==> src/rtl/uart_tx_io_pkg.sv <==
// rtl/uart_tx_io_pkg.sv - shared addresses, status layout and FSM states for the UART transmitter
package uart_tx_io_pkg;

    localparam logic [1:0] UART_ADDR_DATA = 2'b00;
    localparam logic [1:0] UART_ADDR_STAT = 2'b01;

    localparam int STAT_BUSY      = 0;
    localparam int STAT_EMPTY     = 1;
    localparam int STAT_FULL      = 2;
    localparam int STAT_OVF       = 3;
    localparam int STAT_COUNT_LSB = 4;

    typedef enum logic [1:0] {
        ST_IDLE  = 2'd0,
        ST_START = 2'd1,
        ST_DATA  = 2'd2,
        ST_STOP  = 2'd3
    } tx_state_t;

    function automatic logic [15:0] pack_status(
        input logic       busy,
        input logic       empty,
        input logic       full,
        input logic       ovf,
        input logic [3:0] count
    );
        logic [15:0] s;
        s                        = 16'h0000;
        s[STAT_BUSY]             = busy;
        s[STAT_EMPTY]            = empty;
        s[STAT_FULL]             = full;
        s[STAT_OVF]              = ovf;
        s[STAT_COUNT_LSB +: 4]   = count;
        return s;
    endfunction

endpackage

==> src/rtl/uart_fifo.sv <==
// rtl/uart_fifo.sv - synchronous byte FIFO with first-word-fall-through head
module uart_fifo #(
    parameter int DEPTH = 8
) (
    input  logic       clock,
    input  logic       reset,
    input  logic       i_push,
    input  logic       i_pop,
    input  logic [7:0] i_data,
    output logic [7:0] o_head,
    output logic       o_full,
    output logic       o_empty,
    output logic [3:0] o_count
);

    localparam int AW = $clog2(DEPTH);

    logic [7:0]    r_mem [DEPTH];
    logic [AW-1:0] r_wr_ptr;
    logic [AW-1:0] r_rd_ptr;
    logic [3:0]    r_count;
    logic          w_push_ok;
    logic          w_pop_ok;

    assign o_full    = (r_count == 4'(DEPTH));
    assign o_empty   = (r_count == 4'd0);
    assign o_count   = r_count;
    assign o_head    = r_mem[r_rd_ptr];
    assign w_pop_ok  = i_pop & ~o_empty;
    // A full FIFO still takes a byte when the head leaves on the same edge.
    assign w_push_ok = i_push & (~o_full | w_pop_ok);

    always_ff @(posedge clock) begin
        if (w_push_ok) begin
            r_mem[r_wr_ptr] <= i_data;
        end
    end

    always_ff @(posedge clock) begin
        if (reset) begin
            r_wr_ptr <= '0;
            r_rd_ptr <= '0;
            r_count  <= 4'd0;
        end else begin
            if (w_push_ok) begin
                r_wr_ptr <= r_wr_ptr + 1'b1;
            end
            if (w_pop_ok) begin
                r_rd_ptr <= r_rd_ptr + 1'b1;
            end
            unique case ({w_push_ok, w_pop_ok})
                2'b10:   r_count <= r_count + 4'd1;
                2'b01:   r_count <= r_count - 4'd1;
                default: r_count <= r_count;
            endcase
        end
    end

endmodule

==> src/rtl/uart_tx_io.sv <==
// rtl/uart_tx_io.sv - memory-mapped 8N1 UART transmitter with byte FIFO and status register
module uart_tx_io
    import uart_tx_io_pkg::*;
#(
    parameter int CLKS_PER_BIT = 200,
    parameter int FIFO_DEPTH   = 8
) (
    input  logic        clock,
    input  logic        reset,
    input  logic        uartwrite,
    input  logic        uartread,
    input  logic        uartcs,
    input  logic [1:0]  uartaddr,
    input  logic [15:0] uartwdata,
    output logic [15:0] uartrdata,
    output logic        tx
);

    localparam int             BW        = $clog2(CLKS_PER_BIT);
    localparam logic [BW-1:0]  BAUD_LAST = BW'(CLKS_PER_BIT - 1);

    tx_state_t     r_state;
    tx_state_t     w_next;
    logic [BW-1:0] r_baud;
    logic [2:0]    r_bit;
    logic [7:0]    r_shift;
    logic          r_ovf;

    logic          w_push_req;
    logic          w_stat_rd;
    logic          w_pop;
    logic          w_tx;
    logic          w_baud_done;
    logic          w_drop;
    logic [7:0]    w_head;
    logic          w_full;
    logic          w_empty;
    logic [3:0]    w_count;
    logic          w_unused_wdata;

    assign w_unused_wdata = ^uartwdata[15:8];

    assign w_push_req  = uartwrite & uartcs & (uartaddr == UART_ADDR_DATA);
    assign w_stat_rd   = uartread & uartcs & (uartaddr == UART_ADDR_STAT);
    assign w_baud_done = (r_baud == BAUD_LAST);
    assign w_drop      = w_push_req & w_full & ~w_pop;

    uart_fifo #(
        .DEPTH (FIFO_DEPTH)
    ) u_fifo (
        .clock   (clock),
        .reset   (reset),
        .i_push  (w_push_req),
        .i_pop   (w_pop),
        .i_data  (uartwdata[7:0]),
        .o_head  (w_head),
        .o_full  (w_full),
        .o_empty (w_empty),
        .o_count (w_count)
    );

    always_ff @(posedge clock) begin
        if (reset) begin
            r_state <= ST_IDLE;
        end else begin
            r_state <= w_next;
        end
    end

    always_comb begin
        w_next = r_state;
        unique case (r_state)
            ST_IDLE:  if (!w_empty)                      w_next = ST_START;
            ST_START: if (w_baud_done)                   w_next = ST_DATA;
            ST_DATA:  if (w_baud_done && r_bit == 3'd7)  w_next = ST_STOP;
            ST_STOP:  if (w_baud_done)                   w_next = ST_IDLE;
            default:                                     w_next = ST_IDLE;
        endcase
    end

    always_comb begin
        w_tx  = 1'b1;
        w_pop = 1'b0;
        unique case (r_state)
            ST_IDLE:  w_pop = ~w_empty;
            ST_START: w_tx  = 1'b0;
            ST_DATA:  w_tx  = r_shift[0];
            default:  w_tx  = 1'b1;
        endcase
    end

    assign tx = w_tx;

    // Baud counter restarts on every state change so each level lasts exactly CLKS_PER_BIT.
    always_ff @(posedge clock) begin
        if (reset) begin
            r_baud  <= '0;
            r_bit   <= 3'd0;
            r_shift <= 8'h00;
        end else begin
            if (r_state != w_next || r_state == ST_IDLE || w_baud_done) begin
                r_baud <= '0;
            end else begin
                r_baud <= r_baud + 1'b1;
            end

            if (r_state == ST_DATA) begin
                if (w_baud_done) begin
                    r_bit <= r_bit + 3'd1;
                end
            end else begin
                r_bit <= 3'd0;
            end

            if (w_pop) begin
                r_shift <= w_head;
            end else if (r_state == ST_DATA && w_baud_done) begin
                r_shift <= {1'b0, r_shift[7:1]};
            end
        end
    end

    // A dropped push wins over the clearing status read on the same edge.
    always_ff @(posedge clock) begin
        if (reset) begin
            r_ovf <= 1'b0;
        end else if (w_drop) begin
            r_ovf <= 1'b1;
        end else if (w_stat_rd) begin
            r_ovf <= 1'b0;
        end
    end

    always_comb begin
        uartrdata = 16'h0000;
        if (w_stat_rd) begin
            uartrdata = pack_status(r_state != ST_IDLE, w_empty, w_full, r_ovf, w_count);
        end
    end

endmodule

==> config.mk <==
export PLATFORM = sky130hd
export DESIGN_NAME = uart_tx_io
export DESIGN_NICKNAME = d
export VERILOG_FILES = /design/src/rtl/uart_tx_io_pkg.sv /design/src/rtl/uart_fifo.sv /design/src/rtl/uart_tx_io.sv
export SDC_FILE = /design/constraint.sdc
export NUM_CORES = 1
export LEC_CHECK = 0
export CAP_MARGIN = 10
export CORE_MARGIN = 2
export CORE_UTILIZATION = 57
export DETAILED_ROUTE_END_ITERATION = 8
export GPL_ROUTABILITY_DRIVEN = 0
export PLACE_DENSITY_LB_ADDON = 0.1
export SLEW_MARGIN = 20
export SYNTH_ARGS = -nofsm -noshare
export SYNTH_HDL_FRONTEND = slang
export SYNTH_SLANG_ARGS = --single-unit
==> constraint.sdc <==
create_clock -name clock -period 3.4 [get_ports clock]
set_clock_uncertainty 0.15 [all_clocks]
set_input_delay 0.68 -clock clock [delete_from_list [all_inputs] [get_ports clock]]
set_output_delay 0.68 -clock clock [all_outputs]
set_load 0.02 [all_outputs]
==> flow_summary_export.csv <==
group,metric,value,unit
status,outcome,"complete, no violations",
clock_network,holdBufCountCts,0,
synthesis,synth-seq-area-share,62.2,%
pwr,p_per_area,579,nW/um^2
clock_network,cts.clk_slew.worst_paths,100,ps
synthesis,synthAdderAreaFrac,2.85,%
floorplanning,fp.dieArea,8110,um^2
detailed_routing,vias,2394,
pwr,peakVddDrop,0.312,mV
clock_network,cts_root_buffer,"clkbuf_8",
timing,setup_violations,0,
placement,dpl_cell_area,4530,um^2
timing,clock.fmax,0.322,GHz
pwr,total_power,2720,uW
critical_path,max_stage_delay,610,ps
job,maxCapViolCount,0,
detailed_routing,post_drt_wl_per_cell,15.8,um
pwr,p_leak,0.00160,uW
synthesis,syn_area,4220,um^2
timing,finalHoldViolCount,0,
synthesis,synth_top_family_by_area,"simple AND/OR/NAND/NOR gates",
clock_network,insertion_delay,360,ps
synthesis,synth-simple-area-share,12.0,%
floorplanning,rows,31,
synthesis,netlist_instances,298,
detailed_routing,drt_first_pass_iters,4,
synthesis,synth_xor_area_share,2.70,%
global_route,grt_pass1_vias,2256,
timing,drv_slew,0,
detailed_routing,drtIter0Drc,164,
timing,worst_slew_pin_slew,762,ps
critical_path,path_max_fanout,6,
synthesis,avgSynthCellArea,14.2,um^2
critical_path,crit_type,"in2out",
critical_path,start_kind,"input pin",
synthesis,synth_compound_area_share,4.66,%
clock_network,cts_resized,0,
synthesis,synthTopCellsByArea,"edfxtp_1, dfxtp_1, mux4_1",
clock_network,clkSinkCount,99,
clock_network,cts_setup_buffers,0,
timing,slew_headroom,49.1,%
finish,drive_gt1_share,11.0,%
global_route,gr-total-overflow,0,
timing,rsz0062_at_grt,"no",
floorplanning,core,7210,um^2
floorplanning,die_w,90.0,um
finish,n_antenna_cell,0,
synthesis,yosysWarnings,0,
detailed_routing,drc,0,
timing,period_share,91.3,%
timing,finalCriticalPeriod,3100,ps
clock_network,numCtsBuffers,9,
clock_network,clk_path_buf_depth,2,
critical_path,crit_arrival,2270,ps
worst_hold_path,hp-class,"reg2reg",
floorplanning,ios,40,
synthesis,ys_types,44,
critical_path,end_kind,"primary output",
clock_network,htree_num_levels,3,
placement,hpwl,4590,um
detailed_routing,vias_per_cell,5.50,
global_route,grt_pass1_wl,11200,um
placement,numPortBuffers,23,
synthesis,yosysTopAreaCellShare,45.6,%
global_route,grt_usage,18.0,%
finish,synthToLayoutAreaGrowth,11.5,%
finish,final_nets,363,
floorplanning,die_h,90.0,um
critical_path,cp.required,2570,ps
critical_path,worstPathCellList,"clkdlybuf4s50_1 > nor2b_1 > nand3_1 > nor2_1 > clkdlybuf4s50_1",
clock_network,cts_tree,"done",
finish,design_area,4700,um^2
global_route,grt_max_degree,27,
critical_path,cpMostUsedCell,"clkdlybuf4s50_1",
timing,tns,0,ps
critical_path,crit_path_top_delay_cell,"clkdlybuf4s50_1",
synthesis,yosysTopAreaCell,"edfxtp_1",
synthesis,synthMuxAreaShare,10.9,%
detailed_routing,drtAntennaViolNets,0,
global_route,antenna_found_initial,0,
detailed_routing,wl,6850,um
floorplanning,start_util,58.5,%
synthesis,yosys_register_bits,99,
## power breakdown
group	switching, uW	internal, uW
registers	92.0	1350
clock network	408	275
logic	312	285
## worst max-delay path, delay by kind of cell
| kind | cells | cell delay [ps] |
|---|---|---|
| buffers and inverters | 2 | 1070 |
| AND/OR/NAND/NOR | 3 | 530 |
## path summary, 6_finish.rpt
path,from,endpoint,slack [ps],depth (start not counted)
worst min-delay path,r_baud[0],r_baud[0],300,1
worst min register to register,r_baud[0],r_baud[0],300,1
worst max register to register,u_fifo.o_count[3],u_fifo.o_count[3],630,9
worst max-delay path,uartcs,uartrdata[2],300,5
## synth_stat cells
| master | number |
|---|---|
| and3_1 | 4 |
| and4b_1 | 1 |
| nand2_2 | 1 |
| a21oi_1 | 9 |
| fa_1 | 1 |
| and4bb_2 | 1 |
| nor2b_1 | 9 |
| dfxtp_1 | 35 |
| clkbuf_2 | 1 |
| nand2_1 | 12 |
| ha_1 | 8 |
| mux2_2 | 1 |
| a22oi_1 | 1 |
| edfxtp_1 | 64 |
| a211oi_1 | 7 |
| nand3_1 | 18 |
| clkbuf_8 | 1 |
| xnor2_1 | 5 |
| o211ai_1 | 1 |
| o31ai_1 | 1 |
| or2_2 | 1 |
| or4_4 | 1 |
| mux4_1 | 15 |
| or4_1 | 1 |
| or4b_4 | 1 |
| buf_2 | 1 |
| nor3_1 | 5 |
| and2_1 | 4 |
| nor2_1 | 34 |
| conb_1 | 1 |
| or3_1 | 1 |
| mux4_2 | 1 |
| buf_12 | 1 |
| nand2b_1 | 5 |
| buf_4 | 9 |
| mux2i_1 | 3 |
| clkbuf_1 | 4 |
| xor2_1 | 8 |
| nor3b_1 | 1 |
| inv_1 | 7 |
| o21ai_2 | 1 |
| a311oi_1 | 7 |
| a31oi_1 | 1 |
| buf_6 | 4 |
## cells in the final DEF (no fill, tap or decap), types with 5 or more instances in the layout
cell             netlist  routed
a21oi_1                9       9
a311oi_1               7       7
nand2b_1               5       5
a211oi_1               7       7
nand3_1               18      18
nor2_1                34      34
clkbuf_8               1       9
nor3_1                 5       5
xor2_1                 8       8
mux4_1                15      15
inv_1                  7       7
buf_4                  9      13
xnor2_1                5       5
edfxtp_1              64      64
nor2b_1                9       9
clkdlybuf4s50_1        0      23
conb_1                 1       8
dfxtp_1               35      35
ha_1                   8       8
nand2_1               12      12
## state kept, by name (all words and copies together) (netlist names), named ones only
register and flops:
r_shift 8, u_fifo.o_count 4, u_fifo.r_rd_ptr 3, r_bit 3, r_state 2, u_fifo.r_wr_ptr 3, r_baud 8, r_ovf 1
u_fifo.r_mem 64
## metal layers
layer | part of all wire [%] | track usage [%] | up-vias
met2 | 49 | 30.0 | 47
li1 | - | - | 1166
met3 | 3.0 | 4.44 | 13
met1 | 47 | 23.1 | 1168
met4 | 1.5 | 6.28 | 0
met5 | 0 | 0 | -
## logic make-up (layout without fill, tap and decap cells)
logic type / count (synthesis) / after routing
compound gates: 28 / 28
xor+xnor: 13 / 13
fa+ha+maj: 9 / 9
buf+inv: 28 / 59
flops: 99 / 99
mux: 20 / 20
other cells: 1 / 8
simple gates: 100 / 100
## metrics by stage
| step | util (%) | cells | setup WS (ps) | hold WS [ps] |
|---|---|---|---|---|
| 2_1_floorplan | - | 305 | 711 | 263 |
| 3_3_place_gp | 62.7 | 419 | 231 | 276 |
| 3_5_place_dp | 62.7 | 419 | 184 | 285 |
| 4_1_cts | 65.2 | 435 | 276 | 299 |
| 5_1_grt | 65.2 | 435 | 211 | 338 |
| 6_report | 65.2 | 435 | 295 | 299 |
## layout make-up
| type | count | area [um^2] |
|---|---|---|
| sequential | 99 | 2620 |
| fill | 556 | 2510 |
| multi-input combinational | 178 | 1430 |
| timing repair buffer | 36 | 328 |
| clock buffer | 9 | 124 |
| tap | 99 | 124 |
| clock inverter | 7 | 55.1 |
| inverter | 7 | 26.3 |
No activity file was read; power rests on OpenSTA's default activity.
==> patch 1 (same settings) <==
Encoding of `tx_state_t`: now Gray code (2 bits for 4 states).
--- a/src/rtl/uart_tx_io_pkg.sv
+++ b/src/rtl/uart_tx_io_pkg.sv
@@ -11,10 +11,10 @@
     localparam int STAT_COUNT_LSB = 4;
 
     typedef enum logic [1:0] {
-        ST_IDLE  = 2'd0,
-        ST_START = 2'd1,
-        ST_DATA  = 2'd2,
-        ST_STOP  = 2'd3
+        ST_IDLE  = 2'b00,
+        ST_START = 2'b01,
+        ST_DATA  = 2'b11,
+        ST_STOP  = 2'b10
     } tx_state_t;
 
     function automatic logic [15:0] pack_status(
Formal check against the unedited RTL: same outputs for any inputs over 10 cycles, from zero or initial values and one cycle with reset high; not proved beyond that.
==> patch 1 against the original RTL <==
Power fell by 1.8%. Die area is 2.3% lower. Worst setup slack is essentially flat. Design area is 0.77% lower. Synthesized area down 2.4%. Wire length shrank 2.4%. Sequential cell count unchanged. Final cell count down 3.0%. Critical path type unchanged. Largest power group unchanged.
==> patch 1: results (changes against the original RTL) <==
{| class="wikitable"
! Metric !! Value
|-
| Clock tree buffer count of the final layout || 10 (+1)
|-
| Number of nets in the layout || 353 (-2.8%)
|-
| Layout cells sized above 1 || 17.2% (+6.2 points)
|-
| DR iter-0 viols || 109 (-34%)
|-
| Result of the run || finished clean
|-
| FF/Latch Area || 2620 sq um (unchanged)
|-
| Wire length of the first global-routing pass || 10800 um (-3.9%)
|-
| Worst reg2reg setup slack || 430 ps (-200 ps)
|-
| Count of fill cells added during filler insertion || 503 (-9.5%)
|-
| Routed wl met2 || 3330 um (+0.21%)
|-
| Count of placed standard cells including taps || 406 (-3.1%)
|-
| Share of the yosys chip area belonging to registers || 63.7% (+1.5 points)
|-
| Overall fraction of global-route tracks in use || 18.5% (+0.55 points)
|-
| Cell types occupying the most area after synthesis || edfxtp_1 47%, dfxtp_1 17%, mux4_2 8.8%, nor2_1 3.0%, mux2i_1 2.9%
|-
| Post-synthesis cell count || 286 (-4.0%)
|-
| Multiplexer share of the synthesized area || 11.7% (+0.82 points)
|-
| Maximum number of pins on one net before global-route repair || 28 (+3.7%)
|-
| Sum of met3 wire segment lengths after detailed routing || 336 um (+65%)
|-
| Routed length on met1 || 2950 um (-8.5%)
|-
| Area fraction in compound gates after synthesis || 5.11% (+0.45 points)
|-
| Area added between synthesis and finish || 13.4%
|-
| Clock buf/inv share || 4.07% (+0.27 points)
|-
| Vias in the first global route || 2192 (-2.8%)
|-
| Number of non-clock buffers in the layout || 37 (+2.8%)
|-
| Fraction of the mapped netlist area in adder cells || 2.92% (+0.071 points)
|-
| FP Rows || 30 (-3.2%)
|-
| Start of the worst register-to-register path || u_fifo.o_count[0]
|-
| Non-Clock Inverter Count || 6 (-1)
|-
| CP endpoint || uartrdata[4]
|-
| Multi-input logic area || 1380 sq um (-3.3%)
|-
| Fmax achieved || 0.322 GHz (about the same)
|-
| Cell leakage power || 1.55 nW (-2.8%)
|-
| Xor and xnor fraction of the mapped netlist area || 2.55% (-0.15 points)
|-
| Multi-input combinational cell count || 168 (-5.6%)
|-
| VDD IR-drop max || 380 uV (+21%)
|-
| Sum of net half-perimeters after detailed placement || 4500 um (-1.9%)
|-
| Vias per Instance || 5.39 (-2.1%)
|-
| Pre-CTS setup slack || 157 ps (-27.7 ps)
|-
| Drt total wl || 6690 um (-2.4%)
|}
-- patch 1: how the worst min path moves through the flow --
stage               startpoint         to  slack (ps)  cells after the start
floorplan            r_baud[0]  r_baud[0]         260                      1
global placement     r_baud[0]  r_baud[0]         280                      1
detailed placement   r_baud[0]  r_baud[0]         290                      1
CTS                  r_baud[0]  r_baud[0]         310                      1
global route         r_baud[0]  r_baud[0]         330                      1
finish               r_baud[0]  r_baud[0]         300                      1
-- patch 1: worst max-delay path, stage by stage --
cell and delay, ps:
clkdlybuf4s50_1 470, nor2b_1 160, nand3_1 200, nor2_1 140
clkdlybuf4s50_1 620
-- patch 1: report_power, final --
part	internal, mW	switching [mW]	total (mW)
registers	1.34	0.0659	1.41
logic	0.243	0.320	0.563
clock network	0.288	0.417	0.705
-- patch 1: metal layers --
| layer | vias up | GRT usage [%] |
|---|---|---|
| met2 | 58 | 32.4 |
| li1 | 1120 | - |
| met3 | 7 | 5.26 |
| met1 | 1088 | 23.4 |
| met4 | 0 | 3.66 |
| met5 | - | 0 |
==> patch 2 (config.mk and constraints unchanged) <==
Made on the original files. Set the parameter `FIFO_DEPTH` to 4 (it was 8).
--- a/src/rtl/uart_tx_io.sv
+++ b/src/rtl/uart_tx_io.sv
@@ -3,7 +3,7 @@
     import uart_tx_io_pkg::*;
 #(
     parameter int CLKS_PER_BIT = 200,
-    parameter int FIFO_DEPTH   = 8
+    parameter int FIFO_DEPTH   = 4
 ) (
     input  logic        clock,
     input  logic        reset,
Formal check against the unedited RTL: not equivalent (a bounded check fails within 10 cycles, from zero or initial values and one cycle with reset high).
==> patch 2 against the original RTL <==
Worst setup slack gained 6.9 ps. Power decreased by 20%. Wire length decreased by 34%. Design area down 30%. Sequential share of layout area is 7.3 points lower. Final cell count decreased by 23%. Clock power shrank 7.9%. Synthesized area down 33%. Sequential cell count down 35. Critical endpoint is now uartrdata[4]. Largest cell class unchanged. Highest routed layer unchanged.
==> patch 2: results (changes against the original RTL) <==
{| class="wikitable"
! Metric !! Value
|-
| Number of warnings printed during yosys synthesis || 0 (unchanged)
|-
| H-tree levels || 3 (unchanged)
|-
| Maximum root-to-sink buffer count || 2 (unchanged)
|-
| Worst Tran Pin Value || 671 ps (-91.0 ps)
|-
| Number of nets in the layout || 296 (-18%)
|-
| # resized after CTS || 0 (unchanged)
|-
| Wire length of the first global-routing pass || 7510 um (-33%)
|-
| Worst min-delay path class || reg -> reg
|-
| Number of synthesized flops with an enable pin || 32 (-50%)
|-
| Biggest regs || u_fifo.r_mem x32, r_baud x8, r_shift x8
|-
| Data arrival, critical path || 2270 ps (about the same)
|-
| Pre-CTS setup slack || -6.92 ps (-191 ps)
|-
| Total clock buffers created by CTS || 9 (unchanged)
|-
| Xor and xnor fraction of the mapped netlist area || 4.01% (+1.3 points)
|-
| Sum of net half-perimeters after detailed placement || 3240 um (-29%)
|-
| Maximum number of pins on one net before global-route repair || 25 (-7.4%)
|-
| Multi-input logic area || 1110 sq um (-22%)
|-
| Overall fraction of global-route tracks in use || 19.0% (+0.98 points)
|-
| Ant. Diodes || 0 (unchanged)
|-
| VDD IR-drop max || 380 uV (+22%)
|-
| Distinct cells, synth || 43 (-2.3%)
|-
| Post-Layout Cell Count || 334 (-23%)
|-
| Count of placed standard cells including taps || 318 (-24%)
|-
| Crit path max fanout || 6 (unchanged)
|-
| Fraction of the mapped netlist area in adder cells || 5.12% (+2.3 points)
|-
| Share of async-settable or async-resettable flops after synthesis || 0% (unchanged)
|-
| Count of fill cells added during filler insertion || 361 (-35%)
|-
| Antenna viol nets, final || 0 (unchanged)
|-
| Post-synthesis cell count || 232 (-22%)
|-
| Drt total wl || 4530 um (-34%)
|-
| Most instantiated cells after synthesis || 41 x nor2_1, 32 x dfxtp_1, 32 x edfxtp_1, 10 x ha_1
|-
| Cell types occupying the most area after synthesis || edfxtp_1 34%, dfxtp_1 23%, mux4_2 6.4%, nor2_1 5.4%, ha_1 4.4%
|-
| Worst stage delay on the critical path || 620 ps
|-
| Master of the slowest instance on the critical path || clkdlybuf4s50_1
|-
| Drt pass-1 iters || 4 (unchanged)
|-
| Share of the yosys chip area belonging to registers || 56.5% (-5.7 points)
|-
| DR iter-0 viols || 65 (-60%)
|-
| Layout cells sized above 1 || 15.0% (+4.0 points)
|-
| Cell leakage power || 1.19 nW (-26%)
|-
| Worst-path clk slew || 70 ps (-30 ps)
|-
| Post-Place Cell Area || 3110 sq um (-31%)
|-
| Result of the run || finished clean
|-
| Source-to-sink clock delay at the later pin of the worst-skew pair || 330 ps (-30 ps)
|-
| Vias in the first global route || 1597 (-29%)
|-
| Buffers inserted during post-CTS setup optimization || 0 (unchanged)
|-
| Area fraction in compound gates after synthesis || 5.82% (+1.2 points)
|-
| Multiplexer share of the synthesized area || 7.76% (-3.1 points)
|-
| Vias per Instance || 5.23 (-5.0%)
|}
==> patch 2: changes by cell type in the layout (fill, tap and decap cells not counted), sizes merged, moves of 5 or more <==
| cell | unedited run | this run |
|---|---|---|
| a311oi | 7 | 0 |
| a211oi | 7 | 1 |
| nand2 | 13 | 3 |
| mux4 | 16 | 8 |
| nor2 | 34 | 43 |
| edfxtp | 64 | 32 |
| a2111oi | 0 | 6 |
| and2 | 4 | 9 |
| nand3 | 18 | 7 |
| buf | 13 | 6 |
| nor2b | 9 | 2 |
==> patch 2: worst max-delay path, delay by kind of cell <==
| family | cells | cell delay (ps) |
|---|---|---|
| AND/OR/NAND/NOR | 3 | 520 |
| buffers and inverters | 2 | 1080 |
==> patch 2: layout make-up <==
class | instances | area share [%]
clock buffers | 13 | 4.51
clock inverters | 3 | 1.29
inverters | 10 | 1.14
multi-input cells | 148 | 33.7
flip-flops and latches | 64 | 48.5
well taps | 67 | 2.54
repair buffers | 29 | 8.33
==> patch 2: power by group <==
part,switching (mW),internal [mW],total (mW)
clock,0.270,0.358,0.628
sequential,0.0728,0.884,0.957
combinational,0.315,0.287,0.602
total,0.658,1.53,2.19
==> patch 2: metal layers <==
metal	track usage [%]	part of all wire, %	wire length [um]
met1	25.5	47	2120
met2	27.8	47	2130
met3	4.47	4.0	180
met4	11.9	2.1	95
met5	0	0	0
==> patch 2: final timing paths <==
path	from	to	slack (ps)	depth (start not counted)
worst max-delay path	uartcs	uartrdata[4]	300	5
worst min-delay path	r_baud[0]	r_baud[0]	310	1
worst max register to register	u_fifo.o_count[1]	u_fifo.o_count[3]	460	9
worst min register to register	r_baud[0]	r_baud[0]	310	1
